$ cat src/rtl/uart_tx_sched.sv
// Two-requester 8N1 UART transmitter with round-robin arbitration.
// A byte is accepted only in IDLE; the frame then runs to completion unless reset.
module uart_tx_sched #(
  parameter int unsigned BAUD_DIV = 10416
) (
  input  logic       clk,
  input  logic       rst,
  input  logic       req0_valid,
  input  logic [7:0] req0_data,
  output logic       req0_ready,
  input  logic       req1_valid,
  input  logic [7:0] req1_data,
  output logic       req1_ready,
  output logic       tx,
  output logic       busy,
  output logic       grant_id,
  output logic       frame_done,
  output logic [1:0] dbg_state
);

  typedef enum logic [1:0] {
    IDLE  = 2'd0,
    START = 2'd1,
    DATA  = 2'd2,
    STOP  = 2'd3
  } state_t;

  localparam logic [15:0] LP_LAST = 16'(BAUD_DIV - 1);

  state_t      r_state;
  logic [15:0] r_cnt;
  logic [2:0]  r_bit_idx;
  logic [7:0]  r_shift;
  logic        r_last_grant;
  logic        r_tx;
  logic        r_busy;
  logic        r_grant_id;
  logic        r_frame_done;

  logic w_idle;
  logic w_rdy0;
  logic w_rdy1;
  logic w_bit_end;

  // Handshake: a byte moves on any cycle where valid && ready. Ready is
  // combinational, only ever high in IDLE outside reset, and at most one
  // requester sees it; when both are valid the one not granted last wins.
  assign w_idle    = (r_state == IDLE) && !rst;
  assign w_rdy0    = w_idle && req0_valid && (!req1_valid || r_last_grant);
  assign w_rdy1    = w_idle && req1_valid && (!req0_valid || !r_last_grant);
  assign w_bit_end = (r_cnt == LP_LAST);

  always_ff @(posedge clk) begin
    if (rst) begin
      r_state      <= IDLE;
      r_cnt        <= '0;
      r_bit_idx    <= '0;
      r_shift      <= '0;
      r_last_grant <= 1'b1;
      r_tx         <= 1'b1;
      r_busy       <= 1'b0;
      r_grant_id   <= 1'b0;
      r_frame_done <= 1'b0;
    end else begin
      r_frame_done <= 1'b0;
      case (r_state)
        IDLE: begin
          r_tx <= 1'b1;
          if (w_rdy0 || w_rdy1) begin
            r_shift      <= w_rdy1 ? req1_data : req0_data;
            r_last_grant <= w_rdy1;
            r_grant_id   <= w_rdy1;
            r_cnt        <= '0;
            r_bit_idx    <= '0;
            r_tx         <= 1'b0;
            r_busy       <= 1'b1;
            r_state      <= START;
          end
        end
        START: begin
          if (w_bit_end) begin
            r_cnt   <= '0;
            r_tx    <= r_shift[0];
            r_state <= DATA;
          end else begin
            r_cnt <= r_cnt + 16'd1;
          end
        end
        DATA: begin
          if (w_bit_end) begin
            r_cnt <= '0;
            if (r_bit_idx == 3'd7) begin
              r_tx    <= 1'b1;
              r_state <= STOP;
            end else begin
              // tx already shows r_shift[0]; next bit is r_shift[1]
              r_bit_idx <= r_bit_idx + 3'd1;
              r_shift   <= {1'b0, r_shift[7:1]};
              r_tx      <= r_shift[1];
            end
          end else begin
            r_cnt <= r_cnt + 16'd1;
          end
        end
        STOP: begin
          if (w_bit_end) begin
            r_cnt        <= '0;
            r_busy       <= 1'b0;
            r_frame_done <= 1'b1;
            r_state      <= IDLE;
          end else begin
            r_cnt <= r_cnt + 16'd1;
          end
        end
        default: r_state <= IDLE;
      endcase
    end
  end

  assign req0_ready = w_rdy0;
  assign req1_ready = w_rdy1;
  assign tx         = r_tx;
  assign busy       = r_busy;
  assign grant_id   = r_grant_id;
  assign frame_done = r_frame_done;
  assign dbg_state  = r_state;

endmodule

$ cat config.mk
export PLATFORM = sky130hd
export DESIGN_NAME = uart_tx_sched
export DESIGN_NICKNAME = d
export VERILOG_FILES = /design/src/rtl/uart_tx_sched.sv
export SDC_FILE = /design/constraint.sdc
export NUM_CORES = 1
export LEC_CHECK = 0
export CELL_PAD_IN_SITES_DETAIL_PLACEMENT = 0
export CELL_PAD_IN_SITES_GLOBAL_PLACEMENT = 1
export CORE_UTILIZATION = 35
export DETAILED_ROUTE_END_ITERATION = 16
export PLACE_DENSITY = 0.67
export SLEW_MARGIN = 10
export SYNTH_ARGS = -nofsm -noshare
export SYNTH_HDL_FRONTEND = slang
export SYNTH_SLANG_ARGS = --single-unit
$ cat constraint.sdc
create_clock -name clk -period 2.1 [get_ports clk]
set_input_delay 0.42 -clock clk [delete_from_list [all_inputs] [get_ports clk]]
set_output_delay 0.42 -clock clk [all_outputs]
set_load 0.05 [all_outputs]
==> results of run 1 <==
-- through the flow --
stage | TNS, ns | instance area, um2
floorplan | 0 | 1920
global placement | -0.0177 | 2410
detailed placement | -0.0603 | 2410
CTS | 0 | 2500
global route | 0 | 2500
finish | 0 | 2500
-- placed cells by master (no fill, tap or decap), types with 2 or more instances in the layout --
cell,n
a21oi_1,16
a22oi_1,2
a31oi_1,6
and2_1,3
and3_1,5
buf_12,2
buf_4,22
clkbuf_8,6
clkdlybuf4s50_1,24
dfxtp_1,32
dfxtp_2,2
ha_1,8
inv_1,9
mux2_2,7
mux2i_1,9
nand2_1,19
nand2b_1,2
nand3_1,8
nand3b_1,8
nand4_1,3
nor2_1,19
nor2b_1,2
nor3_1,6
nor3b_1,2
nor4_1,2
o21ai_0,16
o21ai_1,3
o31ai_1,7
or3_1,5
xor2_1,2
-- Yosys cell counts (2+ instances only) --
cell type  count  area share
nor2b_1        3      0.0098
nor3_1         6       0.016
o21ai_0       16       0.042
a31oi_1        6       0.020
nor2_1        19       0.037
inv_1          9       0.018
ha_1           8       0.052
nand4_1        3      0.0098
or3_1          5       0.016
nand3b_1       8       0.031
and2_1         3      0.0098
nand2b_1       2      0.0065
mux2_2         7       0.041
o21ai_1        3      0.0078
o31ai_1        7       0.027
a22oi_1        2      0.0078
nand3_1        8       0.021
dfxtp_1       34        0.36
xor2_1         2      0.0091
mux2i_1        9       0.047
a21oi_1       16       0.042
clkbuf_1       5      0.0098
nor3b_1        2      0.0078
buf_2          4       0.010
and3_1         5       0.016
nor4_1         2      0.0065
nand2_1       19       0.037
-- state kept, by name (all words and copies together) (netlist names) --
| register | count |
|---|---|
| busy | 1 |
| dbg_state | 2 |
| frame_done | 1 |
| grant_id | 1 |
| r_bit_idx | 3 |
| r_cnt | 16 |
| r_last_grant | 1 |
| r_shift | 8 |
| tx | 1 |
-- path summary, 6_finish.rpt --
path,slack [ns],endpoint,depth (start not counted)
max reg2reg,0.15,r_cnt[8]$_SDFFE_PP0P_,6
max,0.09,req0_ready,6
min reg2reg,0.45,r_bit_idx[1]$_SDFFE_PP0P_,2
min,0.45,r_bit_idx[1]$_SDFFE_PP0P_,2
-- power groups by stage --
stage                     combinational [uW]  sequential, uW  clock [uW]
after floorplan                          577             924           0
after global placement                  1030             820           0
after detailed placement                1030             821           0
after CTS                               1040             807         518
after global routing                    1140             819         542
final                                   1030             807         502
-- what timing repair did --
action | in CTS | in global routing
setup endpoints to repair | 2 | 2
gates resized for setup | 1 | 1
buffers inserted | 0 | 0
pin swaps | 0 | 0
-- worst reg2reg max path, delay by kind of cell (launching register included) --
kind                       cells  cell delay (ns)
and+or+nand+nor                4             1.22
adders and majority gates      1             0.25
DFF                            1             0.35
AOI/OAI and AO/OA              1             0.07
-- cell type report --
| type | count | area [um2] |
|---|---|---|
| Fill cell | 554 | 2700 |
| Multi-Input combinational cell | 175 | 1150 |
| Sequential cell | 34 | 683 |
| Timing Repair Buffer | 49 | 458 |
| Tap cell | 70 | 87.6 |
| Clock buffer | 7 | 86.3 |
| Inverter | 10 | 37.5 |
| Clock inverter | 1 | 5.00 |
-- layer usage --
metal / part of all wire / GRT usage / wire length [um]
met1: 0.53 / 0.226 / 2350
met2: 0.43 / 0.229 / 1890
met3: 0.034 / 0.0407 / 150
met4: 0.0061 / 0.0577 / 27
met5: 0 / 0 / 0
-- cell families after synthesis --
logic type,synth area share
and+or+nand+nor,0.271
AOI/OAI and AO/OA,0.172
DFF,0.355
buffers and inverters,0.0476
muxes,0.0881
adders and majority gates,0.0522
xor gates and xnor gates,0.0137
==> metrics, run 1 <==
status=finished, final reports clean; H-tree depth=2; max-capacitance violation count=0; Final Util=0.481; endpoints failing setup=0; Worst-path clk slew=0.06 ns; placed insts=338; RePlAce Congestion=between 0.7 and 0.8; CTS tree=built; CP Buf/Inv Count=3; Seq/Total Area, Yosys=0.355; Die X=roughly 76 um; GR Overflow Total=0; Yosys warnings=0; share of cells above drive strength 1=0.170; DIE HEIGHT=76.0 um; Rows=26; internal power=1460 uW; Switching Fraction=0.378; Hold Buf Count CTS=0; n_diodes=0; first-pass GRT wire length=~7.3 mm; CP Cell Sequence=inv_1 > ha_1 > nor2b_2 > buf_4 > and3_1 > buf_12; Iteration-0 DRC Markers=76; switching power total=between 800 and 900 uW; CP max FO=6; Hold Vio Cnt, Final=0; RSZ-0062 raised after global routing=no; crit start category=flop; DR vias/cell=about 5; Post-synth ARST share=0; CP max stage cell=dfxtp_2; Max Buffers Root-to-Sink=2; Hold Path Origin=r_bit_idx[1]$_SDFFE_PP0P_; Tot GR Track Use=0.159; Peak supply drop=between 600 and 700 uV; Avg Synthesized Cell Area=roughly 8.3 um2; vias in the first global route=between 1500 and 2000; post-synthesis cell type count=44; I/O Buffers=27; fin worst setup slack=0.0913 ns; Rel. slew slack=0.668; Finished Layout Cells=about 350; WL final=4.42 mm; total I/O pin count=28; Starting Density=0.368; Clock Skew=approximately 0.0062 ns; crit-path max cell delay=around 0.38 ns; Seq cells post-synth=34; Clock Power Share=0.214; Root Driver=clkbuf_8; period utilisation layout=0.957; Vias=between 1500 and 2000; max-slew violations=0; Post-synth EDFFs=0; area of the mapped netlist=between 1500 and 2000 um2; Pleak=between 0.001 and 0.0015 uW; nature of the critical path endpoint=output pin; die area=just under 6000 um2; DRT antenna net count=0; CP startpoint=dbg_state[1]$_SDFFE_PP0P_; Power Density=slightly above 900 nW/um2; Power Total=~2300 uW; core footprint=5200 um2; DRT Pass-1 Iters=4; Nets=~300; hpwl dp=around 3.3 mm; f_max=between 400 and 500 MHz; combinational share of power=0.441; Critical R2R Launch=r_cnt[0]$_SDFFE_PP0P_; Sink Count=34; DRC violation count after routing=0; Critical Path AT=between 1.5 and 2 ns; dpl ws=-0.0220 ns; Top delay family on crit path=flip-flops; Num CTS Buffers=5; Setup Crit Path Kind=flop to output pin; worst skew pair latency=just under 0.3 ns; DR WL/cell=12.8 um; area grow syn2layout=30.7%; hold_ws=0.453 ns; Worst Tran Pin Value=0.497 ns; antenna violations before repair=0; Seq pwr share=0.345; syn nets=about 260; CP required=around 1.7 ns; Syn Inst Count=230; Tmin final=2.01 ns; largest net degree at the start of global routing=16; Synth Flop Type=dfxtp_1; HP Class=flop to flop
Power figures use the tool's default switching activity.
==> inputs of run 2 (changes only) <==
--- a/config.mk
+++ b/config.mk
@@ -14,3 +14,4 @@
 export SYNTH_ARGS = -nofsm -noshare
 export SYNTH_HDL_FRONTEND = slang
 export SYNTH_SLANG_ARGS = --single-unit
+export TNS_END_PERCENT = 5
==> results of run 2 <==
Same layout as run 1: the final DEF is identical, and so are final timing and power.
==> inputs of run 3 (changes only) <==
--- a/config.mk
+++ b/config.mk
@@ -9,6 +9,7 @@
 export CELL_PAD_IN_SITES_GLOBAL_PLACEMENT = 1
 export CORE_UTILIZATION = 35
 export DETAILED_ROUTE_END_ITERATION = 16
+export MAX_ROUTING_LAYER = met4
 export PLACE_DENSITY = 0.67
 export SLEW_MARGIN = 10
 export SYNTH_ARGS = -nofsm -noshare
==> constraint.sdc (replaced) <==
create_clock -name clk -period 1.85 [get_ports clk]
set_input_delay 0.37 -clock clk [delete_from_list [all_inputs] [get_ports clk]]
set_output_delay 0.37 -clock clk [all_outputs]
set_load 0.05 [all_outputs]
==> metrics, run 3 (synthesized netlist as in run 1, its figures left out) <==
f_max=around 540 MHz; R2R depth=9 (+3); Vias=1873 (+6.4%); Nets=324 (+6.9%); Iteration-0 DRC Markers=69 (-9.2%); Worst Tran Pin Value=0.489 ns (-0.00760 ns); nature of the critical path endpoint=output pin; RePlAce Congestion=0.754 (+1.0%); n_diodes=0 (unchanged); Hold Vio Cnt, Final=0 (unchanged); Max Buffers Root-to-Sink=2 (unchanged); Power Total=2910 uW (+24%); Starting Density=0.368 (unchanged); hpwl dp=3.61 mm (+10%); Most flops, register=r_cnt; I/O Buffers=27 (unchanged); endpoints failing setup=1 (+1); combinational share of power=0.483 (+0.042); H-tree depth=2 (unchanged); Peak supply drop=1030 uV (+63%); Critical Path AT=1.49 ns (-0.10 ns); Switching Fraction=0.378 (-0.000939); RSZ-0062 raised after global routing=yes; most common cell after layout, fill and taps aside=buf_4; Sink Count=34 (unchanged); Root Driver=clkbuf_8; Rows=26 (unchanged); Clock Skew=0.00608 ns (-0.000112 ns); Final Util=0.529 (+0.0476); worst skew pair latency=0.29 ns (about the same); share of cells above drive strength 1=0.290 (+0.119); DIE HEIGHT=76.0 um (unchanged); vias in the first global route=1686 (+9.1%); Seq pwr share=0.316 (-0.029); WHS Path Cells=2 (unchanged); antenna violations before repair=0 (unchanged); status=complete, but fails checks; die area=5780 um2 (unchanged); Hold Path Origin=r_bit_idx[1]$_SDFFE_PP0P_; commonest non-fill, non-tap cells in the layout=buf_4 (46), dfxtp_1 (32), nand2_1 (19), nor2_1 (19), clkdlybuf4s50_1 (17); core footprint=5200 um2 (unchanged); Power Density=1060 nW/um2 (+13%); violated checks=negative setup slack; CP required=1.48 ns (-0.20 ns); HP Class=flop to flop; largest net degree at the start of global routing=20 (+4); Largest register FFs=16 (unchanged); total I/O pin count=28 (unchanged); crit start category=flop; Finished Layout Cells=367 (+6.1%); max-slew violations=0 (unchanged); Die X=76.0 um (unchanged); Pleak=0.00114 uW (+13%); DR WL/cell=13.5 um (+6.0%); DR vias/cell=5.10 (+0.33%); hold_ws=0.464 ns (+0.0104 ns); max-capacitance violation count=0 (unchanged); period utilisation layout=1.00; DRT antenna net count=0 (unchanged); Rel. slew slack=0.673 (+0.00509); R2R setup slack=0.07 ns (-0.08 ns); Num CTS Buffers=5 (unchanged); DRT Pass-1 Iters=4 (unchanged); Tmin final=approximately 1.9 ns; switching power total=1100 uW (+24%); CP max FO=6 (unchanged); GR Overflow Total=0 (unchanged); RR Endpoint=r_shift[2]$_SDFFE_PP0P_; CTS tree=built; Setup Crit Path Kind=flop to output pin; internal power=1810 uW (+24%); Worst-path clk slew=0.07 ns (about the same); WL final=4.97 mm (+12%); Worst Hold End=r_bit_idx[1]$_SDFFE_PP0P_; DRC violation count after routing=0 (unchanged); top flop regs=r_cnt x16, r_shift x8, r_bit_idx x3; Setup TNS=-0.00791 ns (-0.00791 ns); Hold Buf Count CTS=0 (unchanged); fin worst setup slack=-0.00791 ns (-0.0992 ns); area grow syn2layout=43.6%; first-pass GRT wire length=8.20 mm (+12%); Tot GR Track Use=0.183 (+0.0246); Critical R2R Launch=dbg_state[1]$_SDFFE_PP0P_; Clock Power Share=0.201 (-0.013); placed insts=352 (+4.1%)
## run 3: cell count changes in the layout (fill, tap and decap cells not counted), sizes merged
cell           before  now
buf                24   50
clkinv              1    2
dlymetal6s2s        1    2
inv                10    9
dlygate4sd2         0    1
clkdlybuf4s50      24   17
## run 3: layer usage
layer | up-vias | GRT usage | routed length [um]
met3 | 6 | 0.0407 | 143
li1 | 962 | - | -
met5 | - | - | 0
met2 | 27 | 0.278 | 2270
met1 | 878 | 0.245 | 2490
met4 | 0 | 0.0519 | 56
## run 3: what timing repair did
item | CTS | global route
gates resized for setup | 12 | 15
buffers inserted | 0 | 7
cloned | 0 | 0
pin swaps | 0 | 2
endpoints found under the setup margin | 6 | 14
## run 3: worst max-delay path by stage
stage | from | to | slack [ns] | cells past startpoint
after floorplan | dbg_state[0]$_SDFFE_PP0P_ | req1_ready | 0.01 | 5
after global placement | rst | r_cnt[8]$_SDFFE_PP0P_ | -0.22 | 5
after detailed placement | rst | r_cnt[8]$_SDFFE_PP0P_ | -0.23 | 5
after CTS | dbg_state[1]$_SDFFE_PP0P_ | req0_ready | -0.04 | 6
after global routing | dbg_state[1]$_SDFFE_PP0P_ | req0_ready | -0.06 | 6
final | dbg_state[1]$_SDFFE_PP0P_ | req0_ready | -0.008 | 6
## run 3: power groups by stage
stage               logic, uW  clock network [uW]  registers, uW
finish                   1410                 585            921
CTS                      1340                 599            916
global placement         1270                   0            930
detailed placement       1280                   0            929
floorplan                 663                   0           1050
global route             1550                 637            937
## run 3: stage by stage
step / area, um2 / setup slack (ns)
after CTS: 2650 / -0.0404
final: 2750 / -0.00791
after detailed placement: 2520 / -0.229
after global routing: 2750 / -0.0644
after floorplan: 1930 / 0.0109
after global placement: 2520 / -0.217
## run 3: layout make-up
cell class / count / area, um2
tap: 70 / 87.6
sequential: 34 / 688
clock buffer: 7 / 86.3
inverter: 10 / 52.6
multi-input combinational: 175 / 1210
fill: 499 / 2450
clock inverter: 1 / 5.00
timing repair buffer: 70 / 621
## run 3: worst max-delay path: stages (launching register included)
cell     delay, ns
dfxtp_4       0.37
inv_4         0.06
ha_4          0.15
nor2b_4       0.17
buf_6         0.11
and3_4        0.20
buf_12        0.14
